`src/rtl/rot_sat_accum_bank.sv`:
```
// Bank of NCH unsigned accumulators stepped by rotary-shaft events, with
// per-channel saturate-or-wrap arithmetic, clear, sticky overflow and update strobe.
module rot_sat_accum_bank #(
    parameter int WIDTH  = 4,
    parameter int NCH    = 2,
    parameter int CH_W   = 1,
    parameter int STEP_W = 2
) (
    input  logic                   clk,
    input  logic                   rst_n,
    input  logic                   rot_event,
    input  logic                   sub,
    input  logic [CH_W-1:0]        ch_sel,
    input  logic [STEP_W-1:0]      step,
    input  logic                   wrap_mode,
    input  logic                   clr,
    output logic [NCH*WIDTH-1:0]   acc_flat,
    output logic [NCH-1:0]         ovf_flag,
    output logic                   upd_valid,
    output logic [CH_W-1:0]        upd_ch
);

    logic [NCH*WIDTH-1:0] acc_q, acc_d;
    logic [NCH-1:0]       ovf_q, ovf_d;
    logic                 upd_valid_q, upd_valid_d;
    logic [CH_W-1:0]      upd_ch_q, upd_ch_d;
    logic                 rot_q;

    logic                 evt_s;
    logic                 ch_in_range_s;
    logic [WIDTH-1:0]     sel_acc_s;
    logic [WIDTH:0]       step_ext_s;
    logic [WIDTH:0]       sum_s;
    logic [WIDTH:0]       dif_s;
    logic [WIDTH-1:0]     new_val_s;
    logic                 ovf_ev_s;

    assign evt_s         = rot_event & ~rot_q;
    assign ch_in_range_s = (int'(ch_sel) < NCH);
    assign step_ext_s    = {{(WIDTH + 1 - STEP_W){1'b0}}, step};

    // Mux out the currently addressed channel.
    always_comb begin
        sel_acc_s = {WIDTH{1'b0}};
        for (int k = 0; k < NCH; k++) begin
            sel_acc_s = (int'(ch_sel) == k) ? acc_q[k*WIDTH +: WIDTH] : sel_acc_s;
        end
    end

    // Step arithmetic; the extra top bit of sum/difference is the carry/borrow.
    always_comb begin
        sum_s     = {1'b0, sel_acc_s} + step_ext_s;
        dif_s     = {1'b0, sel_acc_s} - step_ext_s;
        ovf_ev_s  = 1'b0;
        new_val_s = {WIDTH{1'b0}};
        if (sub) begin
            ovf_ev_s  = dif_s[WIDTH];
            new_val_s = (dif_s[WIDTH] && !wrap_mode) ? {WIDTH{1'b0}} : dif_s[WIDTH-1:0];
        end else begin
            ovf_ev_s  = sum_s[WIDTH];
            new_val_s = (sum_s[WIDTH] && !wrap_mode) ? {WIDTH{1'b1}} : sum_s[WIDTH-1:0];
        end
    end

    // Next state: clear beats a coincident event, which is then lost for good.
    always_comb begin
        acc_d       = acc_q;
        ovf_d       = ovf_q;
        upd_valid_d = 1'b0;
        upd_ch_d    = upd_ch_q;
        for (int k = 0; k < NCH; k++) begin
            if (ch_in_range_s && (int'(ch_sel) == k)) begin
                if (clr) begin
                    acc_d[k*WIDTH +: WIDTH] = {WIDTH{1'b0}};
                    ovf_d[k]                = 1'b0;
                end else if (evt_s) begin
                    acc_d[k*WIDTH +: WIDTH] = new_val_s;
                    ovf_d[k]                = ovf_q[k] | ovf_ev_s;
                end else begin
                    acc_d[k*WIDTH +: WIDTH] = acc_q[k*WIDTH +: WIDTH];
                end
            end else begin
                ovf_d[k] = ovf_q[k];
            end
        end
        if (ch_in_range_s && clr) begin
            upd_ch_d = ch_sel;
        end else if (ch_in_range_s && evt_s) begin
            upd_valid_d = 1'b1;
            upd_ch_d    = ch_sel;
        end else begin
            upd_ch_d = upd_ch_q;
        end
    end

    // State registers; rot_q resets high so a level held through reset is ignored.
    always_ff @(posedge clk or negedge rst_n) begin
        if (!rst_n) begin
            acc_q       <= {(NCH*WIDTH){1'b0}};
            ovf_q       <= {NCH{1'b0}};
            upd_valid_q <= 1'b0;
            upd_ch_q    <= {CH_W{1'b0}};
            rot_q       <= 1'b1;
        end else begin
            acc_q       <= acc_d;
            ovf_q       <= ovf_d;
            upd_valid_q <= upd_valid_d;
            upd_ch_q    <= upd_ch_d;
            rot_q       <= rot_event;
        end
    end

    assign acc_flat  = acc_q;
    assign ovf_flag  = ovf_q;
    assign upd_valid = upd_valid_q;
    assign upd_ch    = upd_ch_q;

endmodule

```
`config.mk`:
```
export PLATFORM = sky130hd
export DESIGN_NAME = rot_sat_accum_bank
export DESIGN_NICKNAME = d
export VERILOG_FILES = /design/src/rtl/rot_sat_accum_bank.sv
export SDC_FILE = /design/constraint.sdc
export NUM_CORES = 1
export LEC_CHECK = 0
export CAP_MARGIN = 15
export CORE_AREA = 2 2 52 54
export DETAILED_ROUTE_END_ITERATION = 10
export DIE_AREA = 0 0 54 56
export PLACE_DENSITY_LB_ADDON = 0.3
export SLEW_MARGIN = 0
export SYNTH_ARGS = -nofsm -noshare
export SYNTH_HDL_FRONTEND = slang
export SYNTH_SLANG_ARGS = --single-unit
```
`constraint.sdc`:
```
create_clock -name clk -period 3.5 [get_ports clk]
set_clock_uncertainty 0.1 [all_clocks]
set_input_delay 0.35 -clock clk [delete_from_list [all_inputs] [get_ports clk]]
set_output_delay 0.35 -clock clk [all_outputs]
set_load 0.01 [all_outputs]
```
==> flow_metrics.env, run 1 <==
export IMPL_hold_slack_ns=0.342
export IMPL_tns_ns=0
export IMPL_clk_path_buf_depth=2
export IMPL_die_area_mm2=0.00302
export IMPL_fmax_mhz=392
export IMPL_power_total_uw=428
export IMPL_place_congestion=0.830
export IMPL_drcViolationCount=0
export IMPL_critical_path_max_stage_delay_ns=0.56
export IMPL_die_width_um=54
export IMPL_yosys_area_top_type="dfrtp_1"
export IMPL_overflow=0
export IMPL_synth_most_common_cell="dfrtp_1"
export IMPL_tritoncts="built"
export IMPL_finalCritPeriodShare=0.728
export IMPL_yosys_cell_types_count=37
export IMPL_area_growth_pct=27.0
export IMPL_p_leak_nw=0.504
export IMPL_rsz0062_at_grt="no"
export IMPL_synth_flop_cell="dfrtp_1"
export IMPL_drtIter0Drc=10
export IMPL_yosysSeqAreaShare=0.351
export IMPL_track_usage=0.167
export IMPL_dp_hpwl_um=1780
export IMPL_met1_usage=0.215
export IMPL_status="finished clean"
export IMPL_grt_pass1_vias=823
export IMPL_met2_usage=0.265
export IMPL_via_per_inst=5.63
export IMPL_routed_via_count=856
export IMPL_relSlewSlack=0.609
export IMPL_fillers=241
export IMPL_worstSetupStartpoint="ch_sel"
export IMPL_cp_required_ns=3.60
export IMPL_rows=18
export IMPL_clkSinkCount=13
export IMPL_postCtsHoldBufs=0
export IMPL_period_minus_slack_ns=2.55
export IMPL_grt_pass1_wl_um=3680
export IMPL_start_kind="input pin"
export IMPL_synthesis_area_um2=931
export IMPL_cap_violations=0
export IMPL_cts_resized=0
export IMPL_synth_common_cells="dfrtp_1 (12), inv_1 (10), nand2_1 (9)"
export IMPL_regToRegStartpoint="acc_flat[0]$_DFFE_PN0P_"
export IMPL_postRouteAntennaNets=0
export IMPL_async_flop_share=1.00
export IMPL_num_antenna_cells=0
export IMPL_core_mm2=0.00243
export IMPL_final_nets=138
export IMPL_slowest_stage="clkdlybuf4s50_1"
export IMPL_post_place_ws_ns=0.651
export IMPL_worst_slack_ns=0.952
export IMPL_drt_total_wl_um=2260
export IMPL_worstPathArrival_ns=2.65
export IMPL_synthTopCellsByArea="dfrtp_1 (32%), ha_1 (5.4%), fa_1 (4.3%)"
export IMPL_drtPass1Iterations=5
export IMPL_setup_violations_final=0
export IMPL_root_buffer="clkbuf_4"
export IMPL_io_buffer_count=20
export IMPL_postCtsSetupRepairBufs=0
export IMPL_htree_num_levels=1
export IMPL_hold_path_class="input pin to asynchronous set/reset pin"
export IMPL_crit_family="buffers and inverters"
export IMPL_layout_drive_gt1_share=0.0820
export IMPL_crit_fanout=4
export IMPL_p_per_area_mw_per_mm2=362
export IMPL_synth_top_cell_area_share=0.323
export IMPL_top_usage_layer="met2"
export IMPL_synth_seq_cells=13
export IMPL_pin_count=21
export IMPL_finalMaxSlewViolations=0
export IMPL_worst_path_buf_inv=3
export IMPL_cts_buffers=3
export IMPL_yosys_warnings=0
export IMPL_worstSetupEndpointType="flip-flop"
export IMPL_clk_latency_ns=0.27
export IMPL_worst_slew_pin_slew_ns=0.581
export IMPL_start_util=0.383
export IMPL_path_clk_slew_ns=0.08
export IMPL_path_cells="clkdlybuf4s50_1, mux2i_1, inv_1, ha_1, inv_1, fa_1, or2_2, a211oi_1, a211oi_1, o21ai_0"
export IMPL_wl_per_cell_um=14.9
export IMPL_syn_area_per_cell_um2=9.31
export IMPL_grt_max_degree=17
export IMPL_syn_num_nets=115
export IMPL_met3_usage=0.0242
export IMPL_antenna_found_initial=0
export IMPL_critical_path_class="input pin to flip-flop"
export IMPL_die_y_um=56
export IMPL_worst_ir_drop_vdd_v=0.000259
export IMPL_syn_inst=100
export IMPL_synth_edf_count=0
export IMPL_hold_viol=0
-- cells in the final DEF, fill, tap and decap left out, drive strengths merged, types with 4 or more instances in the layout --
master | netlist | final
a21oi | 5 | 5
clkbuf | 0 | 4
clkdlybuf4s50 | 0 | 20
dfrtp | 12 | 12
ha | 4 | 4
inv | 10 | 10
mux2i | 4 | 4
nand2 | 9 | 9
o211ai | 5 | 5
o21ai | 9 | 9
-- per-stage QoR --
step           utilization  std cells  area [µm²]
5_1_grt              0.486        152        1180
3_5_place_dp         0.475        148        1160
4_1_cts              0.486        152        1180
6_report             0.486        152        1180
2_1_floorplan            -        100         931
3_3_place_gp         0.475        148        1160
-- worst paths after layout --
| path | to | slack, ns | depth (start not counted) |
|---|---|---|---|
| worst min register to register | upd_ch$_DFFE_PN0N_ | 0.42 | 2 |
| min in group clk | upd_ch$_DFFE_PN0N_ | 0.42 | 2 |
| max in group asynchronous | acc_flat[6]$_DFFE_PN0P_ | 2.58 | 1 |
| worst max-delay path | acc_flat[5]$_DFFE_PN0P_ | 0.95 | 10 |
| worst min-delay path | ovf_flag[1]$_DFFE_PN0P_ | 0.34 | 1 |
| worst max register to register | acc_flat[5]$_DFFE_PN0P_ | 1.22 | 9 |
-- routing by layer --
metal	vias up	part of all wire	routed length (µm)
li1	414	-	-
met1	416	0.45	1020
met2	22	0.50	1130
met3	4	0.027	61
met4	0	0.019	44
met5	-	0	0
-- cell families after synthesis --
group,after synthesis,share of synthesized area
AO/OA/AOI/OAI,35,0.262
AND/OR/NAND/NOR,27,0.153
buffers and inverters,13,0.0618
flip-flops,13,0.351
multiplexers,6,0.0753
adder cells (fa/ha/maj),6,0.0968
-- report_power, final --
| part | switching [mW] | internal [mW] | leakage, nW | total, mW |
|---|---|---|---|---|
| sequential | 0.0153 | 0.166 | 0.170 | 0.181 |
| combinational | 0.0801 | 0.0749 | 0.318 | 0.155 |
| clock | 0.0482 | 0.0442 | 0.0150 | 0.0924 |
| total | 0.144 | 0.285 | 0.504 | 0.428 |
-- state kept, by name (all words and copies together), names as in the netlist --
signal	count
upd_valid	1
upd_ch	1
acc_flat	8
rot_q	1
ovf_flag	2
-- cell type report --
cell class,count,area [µm²],share of cell area
inverters,10,37.5,0.0317
well taps,30,37.5,0.0317
repair buffers,21,208,0.176
clock buffers,4,26.3,0.0222
multi-input cells,74,547,0.462
flip-flops and latches,13,327,0.276
(Power assumes the default switching activity.)
==> run 2, diff against run 1 <==
==> constraint.sdc (replaced) <==
create_clock -name clk -period 2.6 [get_ports clk]
set_clock_uncertainty 0.1 [all_clocks]
set_input_delay 0.26 -clock clk [delete_from_list [all_inputs] [get_ports clk]]
set_output_delay 0.26 -clock clk [all_outputs]
set_load 0.01 [all_outputs]
==> flow_metrics.env, run 2 (same netlist as run 1, synthesis figures left out) <==
export IMPL_hold_viol=0
export IMPL_cap_violations=0
export IMPL_start_util=0.383
export IMPL_drtIter0Drc=19
export IMPL_overflow=0
export IMPL_fillers=254
export IMPL_root_buffer="clkbuf_4"
export IMPL_area_growth_pct=28.6
export IMPL_finalCritPeriodShare=0.907
export IMPL_fmax_mhz=424
export IMPL_layout_drive_gt1_share=0.0968
export IMPL_period_minus_slack_ns=2.36
export IMPL_tns_ns=0
export IMPL_p_leak_nw=0.512
export IMPL_postRouteAntennaNets=0
export IMPL_postCtsHoldBufs=0
export IMPL_path_cells="clkdlybuf4s50_1, mux2i_1, inv_1, ha_1, inv_1, fa_1, or2_2, a211oi_1, a211oi_1, o21ai_0"
export IMPL_place_congestion=0.815
export IMPL_io_buffer_count=20
export IMPL_final_nets=140
export IMPL_die_y_um=56
export IMPL_dp_hpwl_um=1690
export IMPL_drtPass1Iterations=4
export IMPL_htree_num_levels=1
export IMPL_die_width_um=54
export IMPL_via_per_inst=5.61
export IMPL_worstSetupEndpointType="flip-flop"
export IMPL_postCtsSetupRepairBufs=0
export IMPL_cp_required_ns=2.69
export IMPL_routed_via_count=864
export IMPL_finalMaxSlewViolations=0
export IMPL_pin_count=21
export IMPL_layout_commonest_cell="clkdlybuf4s50_1"
export IMPL_track_usage=0.159
export IMPL_path_clk_slew_ns=0.08
export IMPL_slowest_stage="clkdlybuf4s50_1"
export IMPL_die_area_mm2=0.00302
export IMPL_clk_latency_ns=0.28
export IMPL_start_kind="input pin"
export IMPL_critical_path_max_stage_delay_ns=0.56
export IMPL_largest_reg_flops=8
export IMPL_core_mm2=0.00243
export IMPL_wl_per_cell_um=14.4
export IMPL_cts_resized=0
export IMPL_rows=18
export IMPL_clk_path_buf_depth=2
export IMPL_crit_fanout=3
export IMPL_worst_slew_pin_slew_ns=0.599
export IMPL_worstPathArrival_ns=2.45
export IMPL_hold_path_class="input pin to asynchronous set/reset pin"
export IMPL_num_antenna_cells=0
export IMPL_mostFrequentLayoutCells="clkdlybuf4s50_1 (20), dfrtp_1 (12), inv_1 (10)"
export IMPL_worst_ir_drop_vdd_v=0.000340
export IMPL_antenna_found_initial=0
export IMPL_clkSinkCount=13
export IMPL_final_cells=154
export IMPL_cts_buffers=3
export IMPL_setup_violations_final=0
export IMPL_drt_total_wl_um=2210
export IMPL_hold_slack_ns=0.254
export IMPL_p_per_area_mw_per_mm2=487
export IMPL_tritoncts="built"
export IMPL_grt_pass1_wl_um=3660
export IMPL_power_total_uw=583
export IMPL_critical_path_class="input pin to flip-flop"
export IMPL_grt_pass1_vias=807
export IMPL_relSlewSlack=0.599
export IMPL_status="finished clean"
export IMPL_place_inst=150
export IMPL_rsz0062_at_grt="no"
export IMPL_drcViolationCount=0
export IMPL_grt_max_degree=17
==> run 2: changes by cell type in the layout (fill, tap and decap cells not counted) <==
cell   previous run  this run
buf_4             1         3
==> run 2: report_power, final <==
group | total (mW) | leakage, nW | switching, mW | internal, mW
clock network | 0.124 | 0.0150 | 0.0646 | 0.0596
registers | 0.244 | 0.170 | 0.0210 | 0.223
logic | 0.215 | 0.327 | 0.109 | 0.106
==> run 2: cell type report <==
class	count	area, µm²	area share
multi-input combinational	74	547	0.457
tap	30	37.5	0.0313
timing repair buffer	23	223	0.186
clock buffer	4	26.3	0.0219
inverter	10	37.5	0.0313
sequential	13	327	0.273
==> run 2: worst paths after layout <==
kind / startpoint / endpoint / slack (ns) / cells after the start
setup / recovery: ch_sel / acc_flat[1]$_DFFE_PN0P_ / 0.24 / 10
hold / removal: rst_n / upd_valid$_DFF_PN0_ / 0.25 / 1
setup reg to reg: acc_flat[0]$_DFFE_PN0P_ / acc_flat[1]$_DFFE_PN0P_ / 0.41 / 9
hold reg to reg: acc_flat[5]$_DFFE_PN0P_ / acc_flat[5]$_DFFE_PN0P_ / 0.42 / 2
max in group asynchronous: rst_n / acc_flat[0]$_DFFE_PN0P_ / 1.76 / 1
min in group clk: rot_event / rot_q$_DFF_PN1_ / 0.33 / 1
==> run 2: worst max-delay path: cells and delay by family <==
| family | cells | cell delay, ns |
|---|---|---|
| AO/OA/AOI/OAI | 3 | 0.54 |
| adder cells (fa/ha/maj) | 2 | 0.52 |
| buffers and inverters | 3 | 0.68 |
| multiplexers | 1 | 0.12 |
| AND/OR/NAND/NOR | 1 | 0.33 |
==> run 2: metrics by stage <==
stage,instance area [µm²],util,worst slack [ns]
floorplan,931,-,0.339
global placement,1170,0.481,0.0649
detailed placement,1170,0.481,-0.0594
CTS,1200,0.492,0.228
global route,1200,0.492,0.138
finish,1200,0.492,0.242
==> run 2: routing by layer <==
layer / part of all wire / global-route usage / up-vias
li1: - / - / 419
met1: 0.45 / 0.227 / 414
met2: 0.50 / 0.251 / 26
met3: 0.043 / 0.00806 / 5
met4: 0.011 / 0.0536 / 0
met5: 0 / 0 / -
==> run 3, diff against run 2 <==
--- a/config.mk
+++ b/config.mk
@@ -6,10 +6,10 @@
 export NUM_CORES = 1
 export LEC_CHECK = 0
 export CAP_MARGIN = 15
-export CORE_AREA = 2 2 52 54
+export CORE_AREA = 2 2 65 67
 export DETAILED_ROUTE_END_ITERATION = 10
-export DIE_AREA = 0 0 54 56
-export PLACE_DENSITY_LB_ADDON = 0.3
+export DIE_AREA = 0 0 67 69
+export PLACE_DENSITY = 0.41
 export SLEW_MARGIN = 0
 export SYNTH_ARGS = -nofsm -noshare
 export SYNTH_HDL_FRONTEND = slang
==> flow_metrics.env, run 3 (same netlist as run 1, synthesis figures left out) <==
export IMPL_status="finished clean"
export IMPL_start_util=0.238
export IMPL_start_kind="input pin"
export IMPL_grt_pass1_wl_um=4000
export IMPL_die_y_um=69
export IMPL_path_cells="clkdlybuf4s50_1, mux2i_1, inv_1, ha_1, inv_1, fa_1, or2_2, a211oi_1, a211oi_1, o21ai_0"
export IMPL_clk_path_buf_depth=2
export IMPL_mostFrequentLayoutCells="clkdlybuf4s50_1 (20), dfrtp_1 (12), inv_1 (10)"
export IMPL_finalCritPeriodShare=0.906
export IMPL_area_growth_pct=35.8
export IMPL_place_area_mm2=0.00122
export IMPL_root_buffer="clkbuf_8"
export IMPL_htree_num_levels=1
export IMPL_io_buffer_count=20
export IMPL_fillers=420
export IMPL_cap_violations=0
export IMPL_dp_hpwl_um=1910
export IMPL_top_usage_layer="met2"
export IMPL_track_usage=0.111
export IMPL_die_width_um=67
export IMPL_core_mm2=0.00391
export IMPL_setup_violations_final=0
export IMPL_worst_slew_pin_slew_ns=0.602
export IMPL_p_leak_nw=0.535
export IMPL_path_clk_slew_ns=0.05
export IMPL_postRouteAntennaNets=0
export IMPL_hold_path_class="input pin to asynchronous set/reset pin"
export IMPL_routed_via_count=829
export IMPL_multi_input_area_um2=547
export IMPL_finalMaxSlewViolations=0
export IMPL_largest_reg_flops=8
export IMPL_wl_per_cell_um=13.4
export IMPL_grt_max_degree=17
export IMPL_final_seq_area_um2=327
export IMPL_met1_usage=0.166
export IMPL_layout_drive_gt1_share=0.118
export IMPL_power_total_uw=645
export IMPL_clk_latency_ns=0.24
export IMPL_critical_path_max_stage_delay_ns=0.56
export IMPL_rsz0062_at_grt="no"
export IMPL_drtPass1Iterations=4
export IMPL_drtIter0Drc=20
export IMPL_cts_buffers=3
export IMPL_p_per_area_mw_per_mm2=510
export IMPL_worst_ir_drop_vdd_v=0.000254
export IMPL_layout_commonest_cell="clkdlybuf4s50_1"
export IMPL_postCtsHoldBufs=0
export IMPL_pin_count=21
export IMPL_grt_pass1_vias=862
export IMPL_critical_path_class="input pin to flip-flop"
export IMPL_crit_fanout=3
export IMPL_worstSetupEndpointType="flip-flop"
export IMPL_via_per_inst=4.68
export IMPL_met3_usage=0.0163
export IMPL_drcViolationCount=0
export IMPL_final_nets=143
export IMPL_hold_viol=0
export IMPL_clkSinkCount=13
export IMPL_final_area_mm2=0.00126
export IMPL_worst_slack_ns=0.244
export IMPL_slowest_stage="clkdlybuf4s50_1"
export IMPL_post_place_ws_ns=-0.0300
export IMPL_rows=23
export IMPL_place_congestion=0.802
export IMPL_cp_required_ns=2.65
export IMPL_antenna_found_initial=0
export IMPL_num_antenna_cells=0
export IMPL_cts_resized=0
export IMPL_postCtsSetupRepairBufs=0
export IMPL_worstPathArrival_ns=2.41
export IMPL_drt_total_wl_um=2380
export IMPL_met2_usage=0.166
export IMPL_fmax_mhz=424
export IMPL_tritoncts="built"
export IMPL_period_minus_slack_ns=2.36
export IMPL_relSlewSlack=0.595
export IMPL_overflow=0
export IMPL_die_area_mm2=0.00462
## run 3: changes by cell type in the layout (fill, tap and decap cells not counted)
cell,before,now
clkbuf_4,3,0
buf_4,3,6
clkbuf_8,0,3
## run 3: critical path: cells and delay by family
family | cells | cell delay [ns]
AOI/OAI and AO/OA | 3 | 0.50
muxes | 1 | 0.12
buffers and inverters | 3 | 0.68
and+or+nand+nor | 1 | 0.33
adders and majority gates | 2 | 0.51
## run 3: stage by stage
stage / TNS (ns) / utilization / cells / hold slack, ns
after floorplan: 0 / - / 100 / -0.136
after global placement: 0 / 0.311 / 173 / 0.398
after detailed placement: -0.0367 / 0.311 / 173 / 0.402
after CTS: 0 / 0.323 / 177 / 0.313
after global routing: 0 / 0.323 / 177 / 0.343
final: 0 / 0.323 / 177 / 0.294
## run 3: per-layer routing
metal	up-vias	wire, µm
li1	423	-
met5	-	0
met4	0	7
met1	387	1130
met3	2	104
met2	17	1140
## run 3: path summary, 6_finish.rpt
kind	startpoint	cells after the start	slack [ns]	endpoint
max	ch_sel	10	0.24	acc_flat[1]$_DFFE_PN0P_
min	rst_n	1	0.29	upd_ch$_DFFE_PN0N_
max reg2reg	acc_flat[4]$_DFFE_PN0P_	9	0.45	acc_flat[1]$_DFFE_PN0P_
min reg2reg	upd_ch$_DFFE_PN0N_	2	0.41	upd_ch$_DFFE_PN0N_
max in group asynchronous	rst_n	1	1.73	acc_flat[5]$_DFFE_PN0P_
min in group clk	rot_event	1	0.38	rot_q$_DFF_PN1_
## run 3: report_power, final
| group | internal [mW] | switching [mW] | total, mW | leakage (nW) |
|---|---|---|---|---|
| clock network | 0.108 | 0.0654 | 0.173 | 0.0228 |
| registers | 0.224 | 0.0214 | 0.245 | 0.170 |
| logic | 0.115 | 0.111 | 0.226 | 0.342 |
## run 3: layout make-up
class,instances,area share
Sequential cell,13,0.258
Timing Repair Buffer,26,0.194
Multi-Input combinational cell,74,0.433
Clock buffer,4,0.0356
Tap cell,50,0.0495
Inverter,10,0.0297
